[config.mk]
export PLATFORM = sky130hd
export DESIGN_NAME = finite_state
export DESIGN_NICKNAME = d
export VERILOG_FILES = /design/src/rtl/finite_state_pkg.sv /design/src/rtl/keypad_decoder.sv /design/src/rtl/finite_state.sv
export SDC_FILE = /design/constraint.sdc
export NUM_CORES = 1
export LEC_CHECK = 0
export CAP_MARGIN = 20
export CORE_MARGIN = 5
export CORE_UTILIZATION = 30
export CTS_BUF_LIST = sky130_fd_sc_hd__clkbuf_16
export CTS_CLUSTER_DIAMETER = 100
export CTS_CLUSTER_SIZE = 40
export DETAILED_ROUTE_END_ITERATION = 6
export GPL_TIMING_DRIVEN = 0
export HOLD_SLACK_MARGIN = 0.03
export PLACE_DENSITY_LB_ADDON = 0.15
export SLEW_MARGIN = 20
export SYNTH_ARGS = -nofsm -noshare
export SYNTH_HDL_FRONTEND = slang
export SYNTH_SLANG_ARGS = --single-unit
[constraint.sdc]
create_clock -name clk -period 7.55 [get_ports clk]
set_input_delay 1.1325 -clock clk [delete_from_list [all_inputs] [get_ports clk]]
set_output_delay 1.1325 -clock clk [all_outputs]
set_load 0.01 [all_outputs]
[src/rtl/finite_state_pkg.sv]
// Shared types and constants for the keypad vending-machine controller.
// Key codes are {row_idx, col_idx} of the single low row/column line.
package finite_state_pkg;

    typedef enum logic [2:0] {
        IDLE,
        SEL_PRODUCT,
        SEL_QTY,
        CONFIRM,
        PAYMENT,
        DISPENSE
    } state_t;

    localparam logic [3:0] KEY_START    = 4'hF;  // r3c3
    localparam logic [3:0] KEY_CANCEL   = 4'hC;  // r3c0
    localparam logic [3:0] KEY_QTY_INC  = 4'h5;  // r1c1
    localparam logic [3:0] KEY_QTY_OK   = 4'h9;  // r2c1
    localparam logic [3:0] KEY_PRICE_OK = 4'hD;  // r3c1
    localparam logic [1:0] COIN_COL     = 2'd2;

    localparam logic [7:0] COIN_R0 = 8'd1;
    localparam logic [7:0] COIN_R1 = 8'd2;
    localparam logic [7:0] COIN_R2 = 8'd5;
    localparam logic [7:0] COIN_R3 = 8'd10;

    // True only for exactly one low bit; X or multiple lows fall to default.
    function automatic logic low_onehot(input logic [3:0] v);
        case (v)
            4'b1110, 4'b1101, 4'b1011, 4'b0111: low_onehot = 1'b1;
            default:                            low_onehot = 1'b0;
        endcase
    endfunction

    function automatic logic [1:0] low_idx(input logic [3:0] v);
        case (v)
            4'b1101: low_idx = 2'd1;
            4'b1011: low_idx = 2'd2;
            4'b0111: low_idx = 2'd3;
            default: low_idx = 2'd0;
        endcase
    endfunction

    function automatic logic [7:0] coin_value(input logic [1:0] row);
        case (row)
            2'd0:    coin_value = COIN_R0;
            2'd1:    coin_value = COIN_R1;
            2'd2:    coin_value = COIN_R2;
            default: coin_value = COIN_R3;
        endcase
    endfunction

endpackage

[src/rtl/keypad_decoder.sv]
// Samples the active-low keypad lines into a registered key code and emits a
// one-cycle press pulse when a valid code differs from the previous sample.
module keypad_decoder
    import finite_state_pkg::*;
(
    input  logic       clk,
    input  logic       reset,
    input  logic [3:0] c,
    input  logic [3:0] r,
    output logic [3:0] key,
    output logic       press
);

    logic       dec_valid;
    logic [3:0] dec_code;
    logic       valid_q;
    logic [3:0] code_q;

    always_comb begin
        dec_valid = 1'b0;
        dec_code  = 4'h0;
        if (low_onehot(c) && low_onehot(r)) begin
            dec_valid = 1'b1;
            dec_code  = {low_idx(r), low_idx(c)};
        end
    end

    // History compares valid flag too, so NONE -> key always counts as new.
    always_ff @(posedge clk or negedge reset) begin
        if (!reset) begin
            valid_q <= 1'b0;
            code_q  <= 4'h0;
            press   <= 1'b0;
        end else begin
            press   <= dec_valid && (!valid_q || dec_code != code_q);
            valid_q <= dec_valid;
            code_q  <= dec_code;
        end
    end

    assign key = code_q;

endmodule

[src/rtl/finite_state.sv]
// Vending-machine controller: keypad press events drive the purchase FSM and
// the registered price / quantity / total / paid-amount display values.
module finite_state
    import finite_state_pkg::*;
#(
    parameter logic [7:0] PRICE0  = 8'd10,
    parameter logic [7:0] PRICE1  = 8'd15,
    parameter logic [7:0] PRICE2  = 8'd20,
    parameter logic [7:0] PRICE3  = 8'd25,
    parameter logic [7:0] QTY_MAX = 8'd9
) (
    input  logic       clk,
    input  logic       reset,
    input  logic [3:0] c,
    input  logic [3:0] r,
    output logic [7:0] view_price,
    output logic [7:0] view_quantity,
    output logic [7:0] view_price_q,
    output logic [7:0] entered_amount
);

    logic [3:0] key;
    logic       press;
    state_t     state, state_n;
    logic [7:0] price_n, qty_n, pq_n, amount_n;
    logic [8:0] sum;

    keypad_decoder u_keypad (
        .clk   (clk),
        .reset (reset),
        .c     (c),
        .r     (r),
        .key   (key),
        .press (press)
    );

    function automatic logic [7:0] price_of(input logic [1:0] k);
        case (k)
            2'd0:    price_of = PRICE0;
            2'd1:    price_of = PRICE1;
            2'd2:    price_of = PRICE2;
            default: price_of = PRICE3;
        endcase
    endfunction

    always_ff @(posedge clk or negedge reset) begin
        if (!reset) begin
            state          <= IDLE;
            view_price     <= 8'd0;
            view_quantity  <= 8'd0;
            view_price_q   <= 8'd0;
            entered_amount <= 8'd0;
        end else begin
            state          <= state_n;
            view_price     <= price_n;
            view_quantity  <= qty_n;
            view_price_q   <= pq_n;
            entered_amount <= amount_n;
        end
    end

    always_comb begin
        state_n  = state;
        price_n  = view_price;
        qty_n    = view_quantity;
        amount_n = entered_amount;
        sum      = {1'b0, entered_amount} + {1'b0, coin_value(key[3:2])};
        if (press) begin
            if (key == KEY_CANCEL && state != IDLE) begin
                state_n  = IDLE;
                price_n  = 8'd0;
                qty_n    = 8'd0;
                amount_n = 8'd0;
            end else begin
                case (state)
                    IDLE:
                        if (key == KEY_START) state_n = SEL_PRODUCT;
                    SEL_PRODUCT:
                        if (key[3:2] == 2'd0) begin
                            price_n = price_of(key[1:0]);
                            qty_n   = 8'd0;
                            state_n = SEL_QTY;
                        end
                    SEL_QTY:
                        if (key == KEY_QTY_INC) begin
                            if (view_quantity < QTY_MAX) qty_n = view_quantity + 8'd1;
                        end else if (key == KEY_QTY_OK && view_quantity != 8'd0) begin
                            state_n = CONFIRM;
                        end
                    CONFIRM:
                        if (key == KEY_PRICE_OK) begin
                            amount_n = 8'd0;
                            state_n  = PAYMENT;
                        end
                    PAYMENT:
                        if (key[1:0] == COIN_COL) begin
                            amount_n = sum[8] ? 8'hFF : sum[7:0];
                            if (amount_n >= view_price_q) state_n = DISPENSE;
                        end
                    DISPENSE:
                        if (key == KEY_START) begin
                            price_n  = 8'd0;
                            qty_n    = 8'd0;
                            amount_n = 8'd0;
                            state_n  = SEL_PRODUCT;
                        end
                    default: state_n = IDLE;
                endcase
            end
        end
        // Total tracks the next price/quantity so it lands in the same cycle.
        pq_n = price_n * qty_n;
    end

endmodule

==> run metrics <==
run status=finished clean; CP cell instances=buf_2 > or4_1 > o311ai_1 > a31oi_1 > clkbuf_1 > a21oi_1 > nor2_1 > fa_1 > fa_1 > ha_1 > inv_1 > fa_1 > inv_1 > ha_1 > a21o_1 > a21oi_1 > xnor2_1 > xnor2_1 > mux2i_1 > a211oi_2 > xnor2_1; Synth top cells by count=57 x inv_1, 44 x nor2_1, 41 x dfrtp_1, 35 x ha_1, 32 x nand2_1; syn_nets=470; Setup Skew=0.00524 ns; Mapped Area=0.00356 sq mm; Required @ worst endpoint=7.73 ns; Startpoint Class=register; first-pass GRT wire length=14.9 mm; drt pass-1 iters=4; clk sink count=41; FMAX=0.157 GHz; CORE AREA=0.0115 sq mm; PwrDens=167 mW/mm^2; crit-path max FO=10; DRC viols=0; DR vias/cell=4.86; largest cells by area after synthesis=dfrtp_1 29%, ha_1 12%, fa_1 7.3%; Port Buffers=39; CTS tree=built; Post-synth EDFFs=0; top_reg_cell synth=dfrtp_1; r2r worst-path depth=21; most frequent cell after synthesis=inv_1; postcts setup bufs=0; peak per-stage delay on the critical path=0.61 ns; Die ar.=0.0141 sq mm; final period utilization=0.842; Final setup viols=0; All-Layer GR Usage=0.127; Sum Neg Setup Slack=0 ns; boundary pin count=42; routed len/inst=14.8 um; post-synthesis cell count=412; Placed Area=0.00415 sq mm; final wirelength=8.90 mm; Hold/Removal Path Class=register to register; fin area=0.00434 sq mm; HPWL after detailed placement=7.02 mm; Die Ht=119 um; crit path buf inv count=4; hold depth=1; worst-margin pin slew=0.802 ns; Worst-path clk slew=0.06 ns; Max-slew headroom=0.463; placed cells=595; fraction of layout cells with a size suffix above 1=0.0674; post-CTS sizing=0; CP endpoint kind=register; Setup Crit Path Kind=register to register; Final min period=6.36 ns; antenna viol nets, final=0; largest net degree at the start of global routing=27; Distinct cells, synth=59; hold buffers post-CTS=0; Post-layout nets=517; Max H-tree Level=2; number of DRC markers in iteration 0=129; area share of the largest cell type after synthesis=0.288; cts bufs inserted=5; pins over their slew limit=0; Critical Path Stages=21; final hold vios=0; maximum clock path buffer count=2; initial antenna violation count=0; die span in x=119 um; root buffer cell=clkbuf_16; fraction of registers with async set/reset=1.00; dominant cell type by area after synthesis=dfrtp_1; Rows=39; RSZ-0062 raised after global routing=no; Initial Utilization=0.309; routability cong.=0.860; area grow syn2layout=21.7%; vias in the first global route=2,950; final cell count without fillers=603; Worst path slowest cell=a21oi_1; antenna diode count=0; syn_area_per_cell=8.64 sq um; post-synthesis sequential area ratio=0.288; CP top delay family=adder cells; Worst VDD drop=0.102 mV; MaxCap Viol Count=0; via count=2,930; grt total ovfl=0; Ys Warns=0; Synth Register Bits=41; P_leak=2.03 nW; worst-skew pair later-pin latency=0.28 ns; WP data arrival=6.54 ns
-- metrics by stage --
stage          setup WS, ns  power, W   util  hold slack, ns
2_1_floorplan          2.09  0.000383      -           0.421
3_3_place_gp           1.11  0.000443  0.359           0.465
3_5_place_dp           1.11  0.000444  0.360           0.452
4_1_cts                1.07  0.000727  0.376           0.472
5_1_grt               0.747  0.000760  0.376           0.509
6_report               1.19  0.000722  0.376           0.467
-- metal layers --
| metal | global-route usage | vias to the layer above | part of all wire |
|---|---|---|---|
| li1 | - | 1485 | - |
| met1 | 0.170 | 1393 | 0.48 |
| met2 | 0.213 | 46 | 0.48 |
| met3 | 0.0218 | 6 | 0.030 |
| met4 | 0.0377 | 0 | 0.015 |
| met5 | 0 | - | 0 |
-- report_power, final --
part	total (W)	internal (W)	leakage (nW)	switching, W
clock	0.000281	0.000189	0.0938	0.0000917
combinational	0.000190	0.0000797	1.38	0.000110
sequential	0.000251	0.000234	0.561	0.0000176
total	0.000722	0.000503	2.03	0.000219
-- placed cells by master (no fill, tap or decap), drive strengths merged, types with 2 or more instances in the layout --
master          n
dfrtp          41
xnor2          14
a211oi          2
clkbuf         12
o21ai          18
buf             9
a21o            7
or2             2
o22a            3
clkdlybuf4s50  38
a22o            5
o31ai           3
o311ai          2
or3             2
nand3          17
a41oi           2
nand2          33
bufinv          2
nor2           44
or4             2
a31oi           9
mux2i           4
o211ai          4
and2            8
nor3            2
fa             13
nor2b          12
and3            3
ha             35
nor3b           2
nand4           2
nand2b          5
o2111ai         3
a21oi          14
xor2            6
and3b           2
nor4            5
inv            59
-- path summary, 6_finish.rpt --
path,from,to,slack (ns)
max in group asynchronous,reset,entered_amount[2]$_DFFE_PN0P_,6.27
min in group asynchronous,reset,view_quantity[6]$_DFF_PN0_,0.79
worst max register to register,u_keypad.key[2]$_DFF_PN0_,view_price_q[7]$_DFF_PN0_,1.19
worst min register to register,u_keypad.valid_q$_DFF_PN0_,u_keypad.press$_DFF_PN0_,0.47
worst max-delay path,u_keypad.key[2]$_DFF_PN0_,view_price_q[7]$_DFF_PN0_,1.19
worst min-delay path,u_keypad.valid_q$_DFF_PN0_,u_keypad.press$_DFF_PN0_,0.47
-- layout make-up --
class	count	area [sq um]
Sequential cell	41	1030
Timing Repair Buffer	40	405
Inverter	59	221
Clock inverter	3	65.1
Tap cell	143	179
Multi-Input combinational cell	298	2240
Buffer	14	73.8
Fill cell	1200	7180
Clock buffer	5	125
-- sequential cells by signal (all words and copies together), names as in the netlist --
register	flops
view_quantity	8
u_keypad.valid_q	1
entered_amount	8
view_price	8
state	3
u_keypad.key	4
view_price_q	8
u_keypad.press	1
-- worst reg2reg max path: stages, from the launching register on --
cell and delay [ns]:
dfrtp_1 0.44, buf_2 0.22, or4_1 0.52, o311ai_1 0.11, a31oi_1 0.28, clkbuf_1 0.33
a21oi_1 0.61, nor2_1 0.16, fa_1 0.47, fa_1 0.49, ha_1 0.29, inv_1 0.05
fa_1 0.53, inv_1 0.04, ha_1 0.32, a21o_1 0.18, a21oi_1 0.21, xnor2_1 0.20
xnor2_1 0.20, mux2i_1 0.25, a211oi_2 0.10, xnor2_1 0.26
-- cells by family (layout without fill, tap and decap cells) --
kind of cell / Yosys count / after routing / share of synthesized area
simple gates: 145 / 145 / 0.208
fa+ha+maj: 49 / 49 / 0.199
compound gates: 79 / 79 / 0.156
xor+xnor: 21 / 21 / 0.0555
buf+inv: 73 / 121 / 0.0829
flops: 41 / 41 / 0.288
mux: 4 / 4 / 0.0112
Power figures use the tool's default switching activity.
